`src/rtl/bfp_pkg.sv`:
```
// Shared widths, state encoding and exponent-merge helper for the block
// floating-point normalizer and its alignment shifter.
package bfp_pkg;

    localparam int NARROW_EXP = 4;
    localparam int NARROW_MAN = 10;
    localparam int WIDE_EXP   = 8;
    localparam int WIDE_MAN   = 23;
    localparam int SB_W       = 3;
    localparam int BLOCK      = 4;

    localparam int NARROW_W = 1 + NARROW_EXP + NARROW_MAN;
    localparam int WIDE_W   = 1 + WIDE_EXP + WIDE_MAN;
    localparam int EXP_EXT  = WIDE_EXP - NARROW_EXP;
    localparam int MAN_EXT  = WIDE_MAN - NARROW_MAN;
    localparam int BUF_W    = 1 + WIDE_EXP + NARROW_MAN;
    localparam int CNT_W    = $clog2(BLOCK);

    typedef enum logic {
        FILL  = 1'b0,
        DRAIN = 1'b1
    } state_t;

    // Unbiased exponent in the wide signed domain: raw is unsigned, bias signed.
    function automatic logic signed [WIDE_EXP-1:0] mergedExp(
        input logic        [NARROW_EXP-1:0] raw,
        input logic signed [SB_W-1:0]       bias
    );
        logic signed [WIDE_EXP-1:0] rawExt;
        logic signed [WIDE_EXP-1:0] biasExt;
        rawExt  = {{EXP_EXT{1'b0}}, raw};
        biasExt = {{(WIDE_EXP - SB_W){bias[SB_W-1]}}, bias};
        return rawExt - biasExt;
    endfunction

endpackage

```
`src/rtl/bfp_align_shift.sv`:
```
// Re-expresses one buffered narrow element against the block exponent,
// right-aligning its mantissa and flushing it to zero when shifted out.
module bfp_align_shift
    import bfp_pkg::*;
(
    input  logic                       i_sign,
    input  logic        [NARROW_MAN-1:0] i_man,
    input  logic signed [WIDE_EXP-1:0] i_exp,
    input  logic signed [WIDE_EXP-1:0] i_maxExp,
    output logic        [WIDE_W-1:0]   o_elem
);

    localparam int SH_W = $clog2(WIDE_MAN);
    localparam logic signed [WIDE_EXP:0] DIFF_LIMIT = (WIDE_EXP + 1)'(WIDE_MAN);

    logic signed [WIDE_EXP:0] w_diff;
    logic        [WIDE_MAN-1:0] w_manExt;
    logic        [WIDE_MAN-1:0] w_aligned;

    // One extra bit on the difference keeps the subtraction from wrapping.
    always_comb begin
        w_diff    = {i_maxExp[WIDE_EXP-1], i_maxExp} - {i_exp[WIDE_EXP-1], i_exp};
        w_manExt  = {{MAN_EXT{1'b0}}, i_man};
        w_aligned = '0;
        if (w_diff >= 0 && w_diff < DIFF_LIMIT) begin
            w_aligned = w_manExt >> w_diff[SH_W-1:0];
        end
    end

    assign o_elem = {i_sign, i_maxExp, w_aligned};

endmodule

```
`src/rtl/bfp_block_normalizer.sv`:
```
// Buffers a block of narrow elements, tracks the largest merged exponent, then
// replays the block in wide format aligned to that shared exponent.
module bfp_block_normalizer
    import bfp_pkg::*;
(
    input  logic                     clk,
    input  logic                     rst_n,
    input  logic                     in_valid,
    output logic                     in_ready,
    input  logic [NARROW_W-1:0]      in_data,
    input  logic signed [SB_W-1:0]   shared_bias,
    output logic                     out_valid,
    input  logic                     out_ready,
    output logic [WIDE_W-1:0]        out_data,
    output logic                     out_last
);

    localparam logic signed [WIDE_EXP-1:0] EXP_MIN  = {1'b1, {(WIDE_EXP - 1){1'b0}}};
    localparam logic        [CNT_W-1:0]    CNT_LAST = CNT_W'(BLOCK - 1);

    state_t                     r_state;
    state_t                     w_stateNext;
    logic        [CNT_W-1:0]    r_cnt;
    logic signed [WIDE_EXP-1:0] r_maxExp;
    logic signed [SB_W-1:0]     r_bias;
    logic        [BUF_W-1:0]    r_buf [BLOCK];

    logic                       w_inFire;
    logic                       w_outFire;
    logic                       w_cntLast;
    logic signed [SB_W-1:0]     w_bias;
    logic signed [WIDE_EXP-1:0] w_expIn;
    logic        [BUF_W-1:0]    w_bufOut;
    logic        [WIDE_W-1:0]   w_alignOut;

    // Handshake outputs are gated by reset so nothing leaks while it is held.
    assign w_cntLast = (r_cnt == CNT_LAST);
    assign in_ready  = rst_n && (r_state == FILL);
    assign out_valid = rst_n && (r_state == DRAIN);
    assign out_last  = out_valid && w_cntLast;
    assign w_inFire  = in_valid && in_ready;
    assign w_outFire = out_valid && out_ready;

    // Element 0 uses the live port bias; the rest reuse the value latched with it.
    assign w_bias  = (r_cnt == '0) ? shared_bias : r_bias;
    assign w_expIn = mergedExp(in_data[NARROW_W-2 -: NARROW_EXP], w_bias);

    always_ff @(posedge clk) begin
        if (!rst_n) begin
            r_state <= FILL;
        end else begin
            r_state <= w_stateNext;
        end
    end

    always_comb begin
        w_stateNext = r_state;
        case (r_state)
            FILL:    if (w_inFire && w_cntLast)  w_stateNext = DRAIN;
            DRAIN:   if (w_outFire && w_cntLast) w_stateNext = FILL;
            default: w_stateNext = FILL;
        endcase
    end

    always_ff @(posedge clk) begin
        if (!rst_n) begin
            r_cnt    <= '0;
            r_maxExp <= EXP_MIN;
            r_bias   <= '0;
        end else if (w_inFire) begin
            r_cnt <= w_cntLast ? '0 : r_cnt + 1'b1;
            if (r_cnt == '0) begin
                r_bias <= shared_bias;
            end
            if (r_cnt == '0 || w_expIn > r_maxExp) begin
                r_maxExp <= w_expIn;
            end
        end else if (w_outFire) begin
            r_cnt <= w_cntLast ? '0 : r_cnt + 1'b1;
            if (w_cntLast) begin
                r_maxExp <= EXP_MIN;
            end
        end
    end

    // Buffer needs no reset: a cleared counter and FILL state hide stale entries.
    always_ff @(posedge clk) begin
        if (w_inFire) begin
            r_buf[r_cnt] <= {in_data[NARROW_W-1], w_expIn, in_data[NARROW_MAN-1:0]};
        end
    end

    assign w_bufOut = r_buf[r_cnt];

    bfp_align_shift u_align (
        .i_sign   (w_bufOut[BUF_W-1]),
        .i_man    (w_bufOut[NARROW_MAN-1:0]),
        .i_exp    (w_bufOut[NARROW_MAN +: WIDE_EXP]),
        .i_maxExp (r_maxExp),
        .o_elem   (w_alignOut)
    );

    assign out_data = out_valid ? w_alignOut : '0;

endmodule

```
`config.mk`:
```
export PLATFORM = sky130hd
export DESIGN_NAME = bfp_block_normalizer
export DESIGN_NICKNAME = d
export VERILOG_FILES = /design/src/rtl/bfp_pkg.sv /design/src/rtl/bfp_align_shift.sv /design/src/rtl/bfp_block_normalizer.sv
export SDC_FILE = /design/constraint.sdc
export NUM_CORES = 1
export LEC_CHECK = 0
export ABC_AREA = 0
export BUFFER_PORTS_ARGS = -buffer_cell sky130_fd_sc_hd__buf_2
export CAP_MARGIN = 20
export CORE_ASPECT_RATIO = 1.4
export CORE_UTILIZATION = 40
export CTS_CLUSTER_SIZE = 8
export DETAILED_ROUTE_END_ITERATION = 8
export PLACE_DENSITY_LB_ADDON = 0.15
export SLEW_MARGIN = 25
export SYNTH_ARGS = -nofsm -noshare
export SYNTH_HDL_FRONTEND = slang
export SYNTH_SLANG_ARGS = --single-unit
```
`constraint.sdc`:
```
create_clock -name clk -period 6.7 [get_ports clk]
set_input_delay 0.67 -clock clk [delete_from_list [all_inputs] [get_ports clk]]
set_output_delay 0.67 -clock clk [all_outputs]
set_load 0.005 [all_outputs]
```
* After elaboration in Yosys (flattened, before gate mapping)
Memories as Yosys holds them, arrays and structs flattened. A register that Yosys moved wholly into a read port is not among the register bits. Index checks and enable logic that the tools add are counted.
Operators by class: add/subtract/negate cells 3, $mul 0, div/mod/pow operators 0, magnitude comparators 3, eq/ne operators 2, shift operators 1, multiplexer cells 17, bitwise operators 1, reductions and logical operators 13
Operators by type and width (number):
- 32-bit two-way mux | 1
- 8-bit two-way mux | 4
- 23-bit two-way mux | 1
- 10-bit by 5-bit >> shifter with 23-bit output | 1
- 2-bit two-way mux | 5
- 9-bit by 1-bit greater-or-equal comparator with 1-bit output (second input constant) | 1
- 9-bit by 6-bit < comparator with 1-bit output (second input constant) | 1
- 8-bit by 8-bit subtractor with 9-bit output | 1
- 6-bit by 8-bit greater-than comparator with 1-bit output | 1
- 1-bit logical AND | 8
- 5-bit by 3-bit subtractor with 6-bit output | 1
- 1-bit two-way mux | 4
- 2-bit nonzero test | 2
- 3-bit two-way mux | 1
- 3-bit AND reduction | 1
- 2-bit by 1-bit adder with 2-bit output (second input constant) | 1
- 2-bit equality test (second input constant) | 1
- 2-bit zero test | 1
- 2-bit by 1-bit inequality test with 1-bit output (second input constant) | 1
- 1-bit case mux with 2 select lines | 1
- 1-bit logical OR | 1
- 1-bit inverter | 1
Storage, ports and cells: flip-flop bits (word level) 14, latch bits 0, memory bits (writable) 76, memory bits (read-only) 0, output and inout port bits 35, logic and storage cells 45, memories kept 1
Memory list:
- r_buf | words 4, width 19, read ports 1, clocked after Yosys merged registers in 1, write ports 1, line bfp_block_normalizer.sv:26 | logic [BUF_W-1:0] r_buf [BLOCK];

* Logic depth before layout (Yosys ltp)
depth after elaboration 7, depth in mapped cells 15, mapped depth without buffers 14

* Cells and area by module
A second synthesis with hierarchy kept.
Unflattened totals: cell total of the unflattened synthesis 368, area, all modules 4654.5 µm²
Modules (own cells, without submodules):
- bfp_block_normalizer | times used 1, cells each 239, area each 3706.1 µm², seq. area each 2342.2 µm²
- bfp_align_shift | times used 1, cells each 129, area each 948.4 µm², seq. area each 0.0 µm²

* Least setup slack after synthesis
No wires, ideal clock.
path type reg-to-output, start point register with a tool-made name, end point output out_data[5], data arrival time 3.227 ns, slack 2.803 ns, stages on the path, launching flop included 11, path buffers 4, path through dfxtp_1 > buf_2 > buf_2 > mux4_2 > ha_1 > fa_1 > clkbuf_1 > clkbuf_1 > nand3_1 > mux2_2 > nor3_1
RTL lines:
- to (decl) | line bfp_block_normalizer.sv:14 | output logic [WIDE_W-1:0] out_data,

==> results.py <==
metrics = {
    "global_routing": {
        "grt_pass1_wl_mm": 14.1,
        "grt_pass1_vias": 2761,
        "grt_max_degree": 26,
        "grt_usage_pct": 16.1,
        "antenna_found_initial": 0,
        "gr-total-overflow": 0,
    },
    "final_layout": {
        "seq_area_sq_um": 2340,
        "multiInputGateArea_sq_um": 1870,
        "fillCellCount": 1022,
        "stdcell_count": 518,
        "synthToLayoutAreaGrowth_pct": 12.9,
        "drive_above_1_share_pct": 27.6,
        "final_net_count": 416,
        "final_util_pct": 46.4,
        "diodes": 0,
    },
    "yosys": {
        "synth_edf_count": 68,
        "syn_avg_cell_area_sq_um": 13.4,
        "yosysTopAreaCellShare_pct": 45.9,
        "ys.flop_type": "edfxtp_1",
        "ys_ff_latch": 83,
        "ys_top_cells_by_count": "edfxtp_1, inv_1, nor2_1",
        "yosysWarnings": 0,
        "synth_cells": 331,
        "async_flop_share_pct": 0,
        "synth_area_sq_um": 4450,
        "synthDistinctLibCells": 47,
        "synth.most_common_cell": "edfxtp_1",
        "synth_seq_area_share_pct": 52.7,
        "yosys.area.top_type": "edfxtp_1",
        "synth.area.top_cells": "edfxtp_1, mux4_2, dfxtp_1, ha_1, mux2_2",
    },
    "clock_tree": {
        "clock_sinks": 83,
        "cts_tree": "yes",
        "cts_made_buffers": 9,
        "clockBufferDepth": 2,
        "ctsResizeCount": 0,
        "cts_hold_buf": 0,
        "cts_setup_buffers": 0,
        "cts_root_buffer": "clkbuf_16",
        "clk_pin_slew_ns": 0.06,
        "htreeDepth": 3,
        "clock_latency_ns": 0.34,
    },
    "worst_setup_path": {
        "worstPathArrival_ns": 4.02,
        "worst_setup_path_start_kind": "flop",
        "slowest_delay_ns": 0.68,
        "path_delay_family": "compound AO/OA/AOI/OAI gates",
        "cp_max_fo": 11,
        "worst_setup_path_end_kind": "output port",
        "crit_type": "reg2out",
        "path_buf_inv": 3,
        "crit_slowest_cell": "dfxtp_1",
        "required_ns": 6.03,
        "path_cells": "buf_4, mux4_2, inv_1, ha_1, or4_1, o311a_1, a211o_1, a2111oi_4, buf_2",
    },
    "timing": {
        "setup_tns_ns": 0,
        "period_share_pct": 70.1,
        "worstMarginPinSlew_ns": 0.990,
        "slew-limit-headroom_pct": 34.0,
        "fin_hold_ws_ns": 0.471,
        "rsz0062_at_grt": "false",
        "finalHoldViolations": 0,
        "fmax_ghz": 0.213,
        "final.min_clock_period_ns": 4.69,
        "setup_viol": 0,
        "fin_skew_ns": 0.00644,
        "maxSlewViolCount": 0,
    },
    "power": {
        "totalPowerFinal_mw": 1.44,
        "vdd_drop_max_mv": 0.179,
        "p_leak_nw": 1.92,
        "power_density_nw_per_um2": 287,
    },
    "routing": {
        "ant_nets": 0,
        "wl_mm": 8.51,
        "drcViolationCount": 0,
        "drtIter0Drc": 101,
        "num_vias": 2631,
        "vias_per_cell": 5.08,
        "drtPass1Iterations": 4,
        "wl_per_cell_um": 16.4,
    },
    "placed_design": {
        "gp_congestion": 0.767,
        "placedCellCount": 502,
        "hpwl_mm": 6.37,
        "port_buffers": 43,
    },
    "floorplan": {
        "die_w_um": 91.1,
        "die_height_um": 127,
        "fp-row-count": 45,
        "core_area_sq_um": 10800,
        "die-area_sq_um": 11500,
        "floorplan.initialDensity_pct": 41.1,
        "num_io_pins": 57,
    },
    "flow_run": {
        "cap_violations": 0,
    },
    "min_path": {
        "min_path_type": "reg2reg",
    },
    "outcome": {
        "run_status": "finished, final reports clean",
    },
}
## area by class of cell
class | count | share of cell area (%)
Inverter | 25 | 1.87
Sequential cell | 83 | 46.7
Timing Repair Buffer | 45 | 4.59
Clock inverter | 7 | 1.62
Tap cell | 141 | 3.51
Multi-Input combinational cell | 208 | 37.3
Clock buffer | 9 | 4.49
## worst register-to-register path: cells and delay by family (launching register included)
| family | cells | cell delay, ns |
|---|---|---|
| flops | 1 | 0.40 |
| mux | 2 | 0.69 |
| buf+inv | 2 | 0.14 |
| compound gates | 2 | 1.04 |
| fa+ha+maj | 4 | 1.29 |
| simple gates | 2 | 0.18 |
## power by group
| group | switching, mW | leakage (nW) | internal, mW |
|---|---|---|---|
| registers | 0.0118 | 0.746 | 0.585 |
| logic | 0.201 | 1.03 | 0.145 |
| clock network | 0.206 | 0.141 | 0.294 |
## stage by stage
| stage | area (sq um) | worst slack (ns) |
|---|---|---|
| after global routing | 5020 | 1.75 |
| final | 5020 | 2.01 |
| after CTS | 5020 | 1.97 |
| after detailed placement | 4710 | 2.34 |
| after global placement | 4710 | 2.44 |
| after floorplan | 4490 | 2.80 |
## kinds of logic after synthesis
family,count (synthesis),share of synthesized area (%)
flip-flops,83,52.7
AND/OR/NAND/NOR,79,9.18
multiplexers,60,18.8
buffers and inverters,52,6.25
AO/OA/AOI/OAI,26,4.93
adder cells (fa/ha/maj),22,6.53
XOR/XNOR,8,1.58
other,1,0.0844
## routing by layer
metal	part of all wire (%)	global-route usage (%)	vias to the layer above
met1	43	19.3	1279
met2	52	28.9	57
met4	1.4	5.60	0
met3	3.1	3.06	7
met5	0	0	-
li1	-	-	1288
## state kept, by name, summed over array words and instances (netlist names), named ones only
name and flops:
r_state 1, r_buf 68, r_cnt 2, r_maxExp 7, r_bias 3
## path summary, 6_finish.rpt
kind / from / endpoint / slack [ns] / cells past startpoint
setup / recovery: flop / out_data[2] / 2.01 / 9
hold / removal: r_bias[1] / r_bias[1] / 0.47 / 2
setup reg to reg: r_cnt[0] / r_maxExp[2] / 2.86 / 12
hold reg to reg: r_bias[1] / r_bias[1] / 0.47 / 2
## layout by cell type (no fill, tap or decap), types with 5 or more instances in the layout
| master | synthesis | final |
|---|---|---|
| edfxtp_1 | 68 | 68 |
| buf_2 | 3 | 43 |
| inv_1 | 25 | 25 |
| nor2_1 | 23 | 23 |
| mux2_2 | 21 | 21 |
| mux2i_1 | 20 | 20 |
| ha_1 | 20 | 20 |
| mux4_2 | 16 | 16 |
| dfxtp_1 | 15 | 15 |
| conb_1 | 1 | 13 |
| and2_1 | 12 | 12 |
| nor3_1 | 11 | 11 |
| a21oi_1 | 9 | 9 |
| nand2_1 | 9 | 9 |
| clkbuf_16 | 0 | 9 |
| nand3_1 | 5 | 5 |
No activity file was read; power rests on OpenSTA's default activity.
